<file path="config.mk">
export PLATFORM = sky130hd
export DESIGN_NAME = rr_arb_mux
export DESIGN_NICKNAME = d
export VERILOG_FILES = /design/src/rtl/rr_arb_mux_pkg.sv /design/src/rtl/rr_arb_mux_pick.sv /design/src/rtl/rr_arb_mux.sv
export SDC_FILE = /design/constraint.sdc
export NUM_CORES = 1
export LEC_CHECK = 0
export ABC_AREA = 1
export CORE_ASPECT_RATIO = 2
export CORE_MARGIN = 3
export CORE_UTILIZATION = 39
export DETAILED_ROUTE_END_ITERATION = 7
export PLACE_DENSITY = 0.87
export SLEW_MARGIN = 20
export SYNTH_ARGS = -nofsm -noshare
export SYNTH_HDL_FRONTEND = slang
export SYNTH_SLANG_ARGS = --single-unit
</file>
<file path="constraint.sdc">
create_clock -name clk -period 3.3 [get_ports clk]
set_input_delay 0.66 -clock clk [delete_from_list [all_inputs] [get_ports clk]]
set_output_delay 0.66 -clock clk [all_outputs]
set_load 0.02 [all_outputs]
</file>
<file path="src/rtl/rr_arb_mux_pkg.sv">
// Shared mode encodings and bus helpers for the round-robin arbitrating mux.
package rr_arb_mux_pkg;

  localparam logic MODE_FIXED = 1'b0;
  localparam logic MODE_RR    = 1'b1;

  // Ceilings for chan_word: SIZE and CHANNELS*SIZE must not exceed them.
  localparam int MAX_SIZE = 1024;
  localparam int MAX_BUS  = 8192;

  // Channel k of a flattened bus where each channel is `size` bits wide.
  function automatic logic [MAX_SIZE-1:0] chan_word(
    input logic [MAX_BUS-1:0] bus,
    input int unsigned        k,
    input int unsigned        size
  );
    logic [MAX_BUS-1:0] shifted;
    shifted = bus >> (k * size);
    return shifted[MAX_SIZE-1:0];
  endfunction

endpackage

</file>
<file path="src/rtl/rr_arb_mux_pick.sv">
// Rotating-priority picker: first set req after base, modulo CHANNELS, base last.
// Purely combinational.
module rr_pick #(
  parameter  int CHANNELS = 4,
  localparam int SELW     = $clog2(CHANNELS)
) (
  input  logic [CHANNELS-1:0] req,
  input  logic [SELW-1:0]     base,
  output logic                gnt_valid,
  output logic [SELW-1:0]     gnt_idx
);

  // Walk from the farthest offset to the nearest so the nearest hit wins.
  always_comb begin
    gnt_valid = 1'b0;
    gnt_idx   = '0;
    for (int i = CHANNELS; i >= 1; i--) begin
      logic [SELW-1:0] idx;
      idx = SELW'((int'(base) + i) % CHANNELS);
      if (req[idx]) begin
        gnt_valid = 1'b1;
        gnt_idx   = idx;
      end
    end
  end

endmodule

</file>
<file path="src/rtl/rr_arb_mux.sv">
// N-channel mux with a registered output stage, fixed-select or round-robin grant.
// One cycle from accept to out_valid; in_ready is held low while the output word stalls.
module rr_arb_mux
  import rr_arb_mux_pkg::*;
#(
  parameter  int SIZE     = 32,
  parameter  int CHANNELS = 4,
  localparam int SELW     = $clog2(CHANNELS)
) (
  input  logic                     clk,
  input  logic                     reset,
  input  logic                     mode,
  input  logic [SELW-1:0]          sel,
  input  logic [CHANNELS-1:0]      in_valid,
  input  logic [CHANNELS*SIZE-1:0] in_data,
  output logic [CHANNELS-1:0]      in_ready,
  output logic                     out_valid,
  output logic [SIZE-1:0]          out_data,
  output logic [SELW-1:0]          out_chan,
  input  logic                     out_ready
);

  localparam int NPOW = 1 << SELW;

  logic [SELW-1:0] ptr;
  logic [NPOW-1:0] valid_ext;
  logic [SIZE-1:0] words [NPOW];
  logic            rr_vld;
  logic [SELW-1:0] rr_idx;
  logic            fix_vld;
  logic            grant_vld;
  logic [SELW-1:0] grant_idx;
  logic            load_en;
  logic            take;

  // Pad to a power of two so any sel/grant index lands on a defined entry.
  assign valid_ext = NPOW'(in_valid);

  for (genvar k = 0; k < NPOW; k++) begin : g_unpack
    if (k < CHANNELS) begin : g_real
      assign words[k] = SIZE'(chan_word(MAX_BUS'(in_data), k, SIZE));
    end else begin : g_pad
      assign words[k] = '0;
    end
  end

  rr_pick #(.CHANNELS(CHANNELS)) u_pick (
    .req       (in_valid),
    .base      (ptr),
    .gnt_valid (rr_vld),
    .gnt_idx   (rr_idx)
  );

  assign fix_vld = (int'(sel) < CHANNELS) && valid_ext[sel];

  always_comb begin
    grant_vld = 1'b0;
    grant_idx = '0;
    if (mode == MODE_RR) begin
      grant_vld = rr_vld;
      grant_idx = rr_idx;
    end else begin
      grant_vld = fix_vld;
      grant_idx = sel;
    end
  end

  assign load_en  = !out_valid || out_ready;
  assign take     = grant_vld && load_en && !reset;
  assign in_ready = take ? (CHANNELS'(1'b1) << grant_idx) : '0;

  always_ff @(posedge clk) begin
    if (reset) begin
      out_valid <= 1'b0;
      out_data  <= '0;
      out_chan  <= '0;
      ptr       <= SELW'(CHANNELS - 1);
    end else if (take) begin
      out_valid <= 1'b1;
      out_data  <= words[grant_idx];
      out_chan  <= grant_idx;
      ptr       <= grant_idx;
    end else if (out_ready) begin
      out_valid <= 1'b0;
    end
  end

endmodule

</file>
## Word level (Yosys, flattened, before mapping)

Cells that the tools add are included.
Widths: inputs -> output; s select.

| storage, ports and cells | value |
|---|---|
| word-level logic and storage cells | 48 |
| register bits after elaboration | 37 |

| operators by class | value |
|---|---|
| add/subtract/negate cells | 4 |
| mux-type cells | 26 |
| reductions and logical operators | 6 |
| bitwise gates (word level) | 1 |
| order comparisons | 6 |
| shift-type cells | 1 |

Operator list:

| operator | count |
|---|---|
| $bmux 32 s2 | 1 |
| $mux 32 | 2 |
| $lt 2x3->1 const B | 5 |
| $mux 1 | 12 |
| $bmux 1 s2 | 5 |
| $mux 2 | 5 |
| $add 2x1->2 const B | 2 |
| $add 2x2->2 const B | 2 |
| $mux 4 | 1 |
| $shl 1x2->4 const A | 1 |
| $ge 3x3->1 const B | 1 |
| $not 2->3 | 1 |
| $logic_and 1x1->1 | 2 |
| $logic_not 1->1 | 2 |
| $reduce_bool 2->1 | 1 |
| $logic_or 1x1->1 | 1 |

## Logic depth before layout (Yosys ltp)

Gate-level depths: netlist of run 1.

| depth | value |
|---|---|
| depth in word-level cells | 12 |
| depth in mapped cells | 17 |
| gate-level depth less buffers | 14 |

## Modules after synthesis

Synthesis of run 1 repeated with hierarchy kept, for this count alone.

| unflattened totals | value |
|---|---|
| cell total of the unflattened synthesis | 671 |
| area total of the unflattened synthesis | 3350.7 µm² |

Modules (own cells, without submodules):

| module | sequential area each (µm²) | instances | cells each | area each (µm²) |
|---|---|---|---|---|
| rr_arb_mux | 740.7 | 1 | 620 | 3104.2 |
| rr_pick | 0.0 | 1 | 51 | 246.5 |

## Least setup slack after synthesis of run 1

OpenSTA, ideal clock, no wires.

| timing | value |
|---|---|
| path kind | input-to-output |
| from | input port in_valid[3] |
| to | output port in_ready[1] |
| required time | 2.640 ns |
| stages | 11 |
| data arrival time | 1.903 ns |
| path slack | 0.737 ns |
| path through | inv_1 nand2_1 nand2_1 and2_1 nor2_1 nand3_1 nand3_2 buf_6 buf_4 nand3_1 nor2_1 |

| between the ends | value |
|---|---|
| cells in the longest elaborated chain, start to end | 10 |
| elaborated cells between the ends (all ways) | 24 |
| those cells by class | shift: 1; mux: 21; reduce/logical: 2 |

Ends and longest elaborated chain:

| element | line | text |
|---|---|---|
| start: declaration | rr_arb_mux.sv:14 | `input logic [CHANNELS-1:0] in_valid,` |
| $bmux 1 s2 | rr_arb_mux_pick.sv:20 | `if (req[idx]) begin` |
| $mux 1 (implied by the code) | rr_arb_mux_pick.sv:20 |  |
| $mux 1 (4 in series) | rr_arb_mux_pick.sv:20 |  |
| $mux 1 | rr_arb_mux.sv:59 | `if (mode == MODE_RR) begin` |
| $logic_and 1x1->1 (2 in series) | rr_arb_mux.sv:69 | `assign take = grant_vld && load_en && !reset;` |
| $mux 4 (*) | rr_arb_mux.sv:70 | `assign in_ready = take ? (CHANNELS'(1'b1) << grant_idx) : '0;` |
| end: declaration | rr_arb_mux.sv:16 | `output logic [CHANNELS-1:0] in_ready,` |

Mark *: on every way between the ends. The rest lies on a longest branch, timed or not. The select of a mux whose other input is x is not followed.

## Final worst setup path of run 1

| timing | value |
|---|---|
| from | input port in_valid[3] |
| to | output port in_ready[3] |

The elaborated chain is that of the path after synthesis.

==> reports/qor.yml, run 1 <==
status: "complete, no violations"
power_density_nw_per_um2: 465
p_leak_nw: 2.07
grt_pass1_vias: 3490
synth.avg_cell_area_um2: 5.99
first_iter_violations: 283
critPathLaunch: "in_valid[3]"
worstHoldStart: "out_chan[1]"
portBuffers: 176
die_w_um: 64.2
n_fill_cell: 597
grtUsageTotal_pct: 27.4
fin_nets: 744
yosysSeqAreaShare_pct: 28.0
reg2reg_from: "ptr[0]"
vias_per_cell: 5.44
gr-total-overflow: 0
antennaDiodeCount: 0
start_kind: "input pin"
dieArea_um2: 7870
worst_pin_slew_ps: 638
holdPathStages: 2
cts_setup_buffers: 0
gp_routability_congestion: 0.946
wl_um: 10900
cp.arrival_ps: 2440
power.total_mw: 2.15
cts_buffers: 5
ctsHoldBuffers: 0
ant_nets: 0
areaGrowthSynthToFinish_pct: 74.3
cts.sinks: 37
hold_path.class: "register to register"
synth_area_leaders: "nand3_1, dfxtp_1, nand2_1"
maxCapViolations: 0
clock_path_buffers: 2
ys_types: 23
place_area_um2: 4430
wire_per_inst_um: 15.8
initial_core_util_pct: 40.9
synth_seq_cells: 37
synth_warnings: 0
h-tree-depth: 2
relSlewSlack_pct: 57.5
core-area_um2: 6460
synth_top_area_share_pct: 37.4
min_period_ps: 3100
ir_worst_vdd_uv: 373
tritoncts: "built"
layout_common_cells: "nand3_1, clkdlybuf4s50_1, nand2_1"
critPathRequiredTime_ps: 2640
antenna_found_initial: 0
layout.cells.most_common: "nand3_1"
hold_viol: 0
cts-root-buf: "clkbuf_16"
grt_max_degree: 65
dpl.hpwl_um: 8240
fin_skew_ps: 1.14
io_pins: 177
syn_nets: 580
drc_errors: 0
final_core_util_pct: 71.4
num_vias: 3773
syn_inst: 442
rsz0062_at_grt: "no"
max_freq_mhz: 323
setup_viol: 0
path_clk_slew_ps: 60
synth_top_area_cell: "nand3_1"
fin_setup_tns_ps: 0
design_area_um2: 4610
cp_max_fo: 4
drtPass1Iterations: 5
insertion_delay_ps: 280
r2r_cells: 15
period_share_pct: 93.9
slew_violations: 0
rows: 41
grt_pass1_wl_um: 16900
critPathCaptureType: "output port"
die_h_um: 122
drive_above_1_share_pct: 6.26
worstSetupPathType: "input pin to output port"
netlist_area_um2: 2650
-- per-layer routing --
metal	vias up	GRT usage [%]	routed length [µm]
met1	1727	26.6	3620
met5	-	0	0
met4	0	13.4	458
li1	1825	-	-
met3	32	5.22	688
met2	189	53.2	6170
-- metrics by stage --
step	hold WS, ps	instances	worst slack, ps
6_report	466	693	202
2_1_floorplan	535	442	737
4_1_cts	470	693	202
5_1_grt	484	693	41.8
3_3_place_gp	454	685	-21.8
3_5_place_dp	460	685	-64.7
-- cell type report --
cell class | instances | area [µm²] | area share [%]
tap | 86 | 108 | 2.33
clock buffer | 5 | 125 | 2.71
inverter | 15 | 58.8 | 1.27
multi-input combinational | 353 | 1620 | 35.2
sequential | 37 | 741 | 16.1
clock inverter | 3 | 65.1 | 1.41
timing repair buffer | 194 | 1890 | 41.0
-- repair_timing --
item / CTS / global route
resized for setup: 4 / 0
endpoints found under the setup margin: 4 / 0
hold endpoints to repair: 0 / 0
-- worst max-delay path, cell delays in order --
cell and delay (ps):
clkdlybuf4s50_1 530, inv_1 50, nand2_1 70, nand2_1 70, and2_1 170, a21oi_1 150, nand2_1 90, inv_2 90
nand3_1 120, nor2_1 100, dlygate4sd2_1 330
-- cell usage after synthesis (all sizes together) --
master / instances
o211ai: 2
nand3: 199
inv: 14
or2: 1
nor3: 1
buf: 24
o21ai: 3
nor2: 5
and2: 1
nand2: 136
dfxtp: 37
a21oi: 3
o221ai: 2
clkbuf: 13
clkinv: 1
-- logic make-up (layout without fill, tap and decap cells) --
family          count (synthesis)  in the layout  synth area share, %
buf+inv                        52            217                 10.8
flops                          37             37                 28.0
simple gates                  343            343                 58.7
compound gates                 10             10                 2.51
-- path summary, 6_finish.rpt --
kind | endpoint | slack [ps]
hold reg to reg | out_chan[1] | 470
setup reg to reg | out_data[29] | 930
hold / removal | out_chan[1] | 470
setup / recovery | in_ready[3] | 200
-- power by group --
part	internal, mW	switching [mW]	leakage (nW)
Combinational	0.443	0.512	1.67
Sequential	0.526	0.0448	0.306
Clock	0.432	0.189	0.0938
Total	1.40	0.745	2.07
-- registers in the layout, indices dropped and copies added, names as in the netlist --
signal     cells
out_data      32
out_chan       2
ptr            2
out_valid      1
Power figures use the tool's default switching activity.
==> run 2: changes to the inputs <==
CORE_ASPECT_RATIO = 1.4   (was 2)
==> run 2 against run 1 <==
Via count fell by 3.3%. Critical path type unchanged. Clock skew grew 5.6 ps. Global-route usage fell by 0.98 points. Final area is 2.2% lower. Non-clock buffer count down 2. Combinational power decreased by 2%. Cell count shrank 2.3%. Setup slack improved by 26 ps. Total power fell by 11%. Highest routed layer unchanged. Clock power is 34% lower. Clock-buffer cell count increased by 1.
==> reports/qor.yml, run 2 (synthesis results as in run 1) <==
status: "complete, no violations"
place_inst: 669
final_core_util_pct: 70.7
fin_skew_ps: 6.77
worstSetupPathType: "input pin to output port"
worstHoldEndpoint: "out_data[8]"
largest-register: "out_data"
clock_path_buffers: 2
io_pins: 177
cts-root-buf: "clkbuf_8"
die_w_um: 75.6
h-tree-depth: 2
design_area_um2: 4510
grt_max_degree: 65
cp_max_fo: 5
die_h_um: 103
layout.cells.most_common: "nand3_1"
drive_above_1_share_pct: 5.95
num_vias: 3648
p_leak_nw: 2.03
layout_setup_ws_ps: 228
min_period_ps: 3070
critPathRequiredTime_ps: 2640
slew_violations: 0
grt_use_met2_pct: 48.4
start_kind: "input pin"
vias_per_cell: 5.39
cts.sinks: 37
maxCapViolations: 0
ctsHoldBuffers: 0
critPathLaunch: "in_valid[2]"
wire_per_inst_um: 15.3
grt_pass1_vias: 3475
holdPathStages: 2
cp.arrival_ps: 2410
power_density_nw_per_um2: 425
grtUsageMet3_pct: 5.61
insertion_delay_ps: 290
layout_common_cells: "nand3_1, clkdlybuf4s50_1, nand2_1"
hold-worst-slack_ps: 471
antennaDiodeCount: 0
wl_um: 10400
gr-total-overflow: 0
fin_nets: 742
r2r_cells: 15
areaGrowthSynthToFinish_pct: 70.4
reg2reg_from: "ptr[0]"
relSlewSlack_pct: 58.2
antenna_found_initial: 0
cts_buffers: 5
grt.busiest_layer: "met2"
cts_setup_buffers: 0
rsz0062_at_grt: "no"
period_share_pct: 93.1
largest_register_ffs: 32
ir_worst_vdd_uv: 253
fin_cells: 677
hold_viol: 0
drc_errors: 0
r2r_setup_slack_ps: 960
portBuffers: 176
core-area_um2: 6380
dieArea_um2: 7820
met1_usage_pct: 29.4
grt_pass1_wl_um: 16200
top_regs: "out_data x32, out_chan x2, ptr x2"
place_area_um2: 4400
rows: 34
max_freq_mhz: 326
hold_path.class: "register to register"
worstHoldStart: "out_data[8]"
pre_cts_slack_ps: -72.2
worstReg2RegEnd: "out_data[16]"
dpl.hpwl_um: 7740
setup_viol: 0
worst_pin_slew_ps: 627
first_iter_violations: 176
critPathCaptureType: "output port"
initial_core_util_pct: 41.5
tritoncts: "built"
ant_nets: 0
path_clk_slew_ps: 80
drtPass1Iterations: 5
grtUsageTotal_pct: 26.4
gp_routability_congestion: 0.886
-- run 2: how the worst max path moves through the flow --
stage,end,slack (ps),cells past startpoint
2_1_floorplan,in_ready[1],740,11
3_3_place_gp,in_ready[1],-0.5,11
3_5_place_dp,in_ready[2],-70,13
4_1_cts,in_ready[2],200,13
5_1_grt,in_ready[2],10,13
6_report,in_ready[2],230,13
-- run 2: timing repair --
action | CTS | global route
endpoints found under the setup margin | 4 | 0
hold endpoints to repair | 0 | 0
resized for setup | 4 | 0
-- run 2: metrics by stage --
step / TNS [ps] / power [mW]
floorplan: 0 / 1.12
global placement: -0.518 / 1.51
detailed placement: -107 / 1.52
CTS: 0 / 1.93
global route: 0 / 2.05
finish: 0 / 1.92
-- run 2: report_power, final --
group | total [mW] | internal (mW) | switching (mW)
logic | 0.940 | 0.439 | 0.501
registers | 0.569 | 0.525 | 0.0444
clock network | 0.410 | 0.246 | 0.164
total | 1.92 | 1.21 | 0.709
-- run 2: worst max-delay path, cell delays in order --
cell,delay [ps]
clkdlybuf4s50_1,510
inv_1,60
nand2_2,60
nand2_1,60
buf_4,130
o21ai_1,100
nand3_1,80
nand3_1,70
nand2_1,60
nand2_2,110
inv_2,60
nor2_1,120
dlygate4sd2_1,340
-- run 2: layout make-up --
type,count,area [µm²]
Timing Repair Buffer,192,1880
Sequential cell,37,741
Multi-Input combinational cell,353,1620
Tap cell,72,90.1
Fill cell,593,1870
Inverter,15,58.8
Clock buffer,6,82.6
Clock inverter,2,37.5
-- run 2: per-layer routing --
layer	part of all wire, %	wire (µm)
met1	38	3900
met3	6.9	717
met4	3.0	315
met2	52	5440
met5	0	0
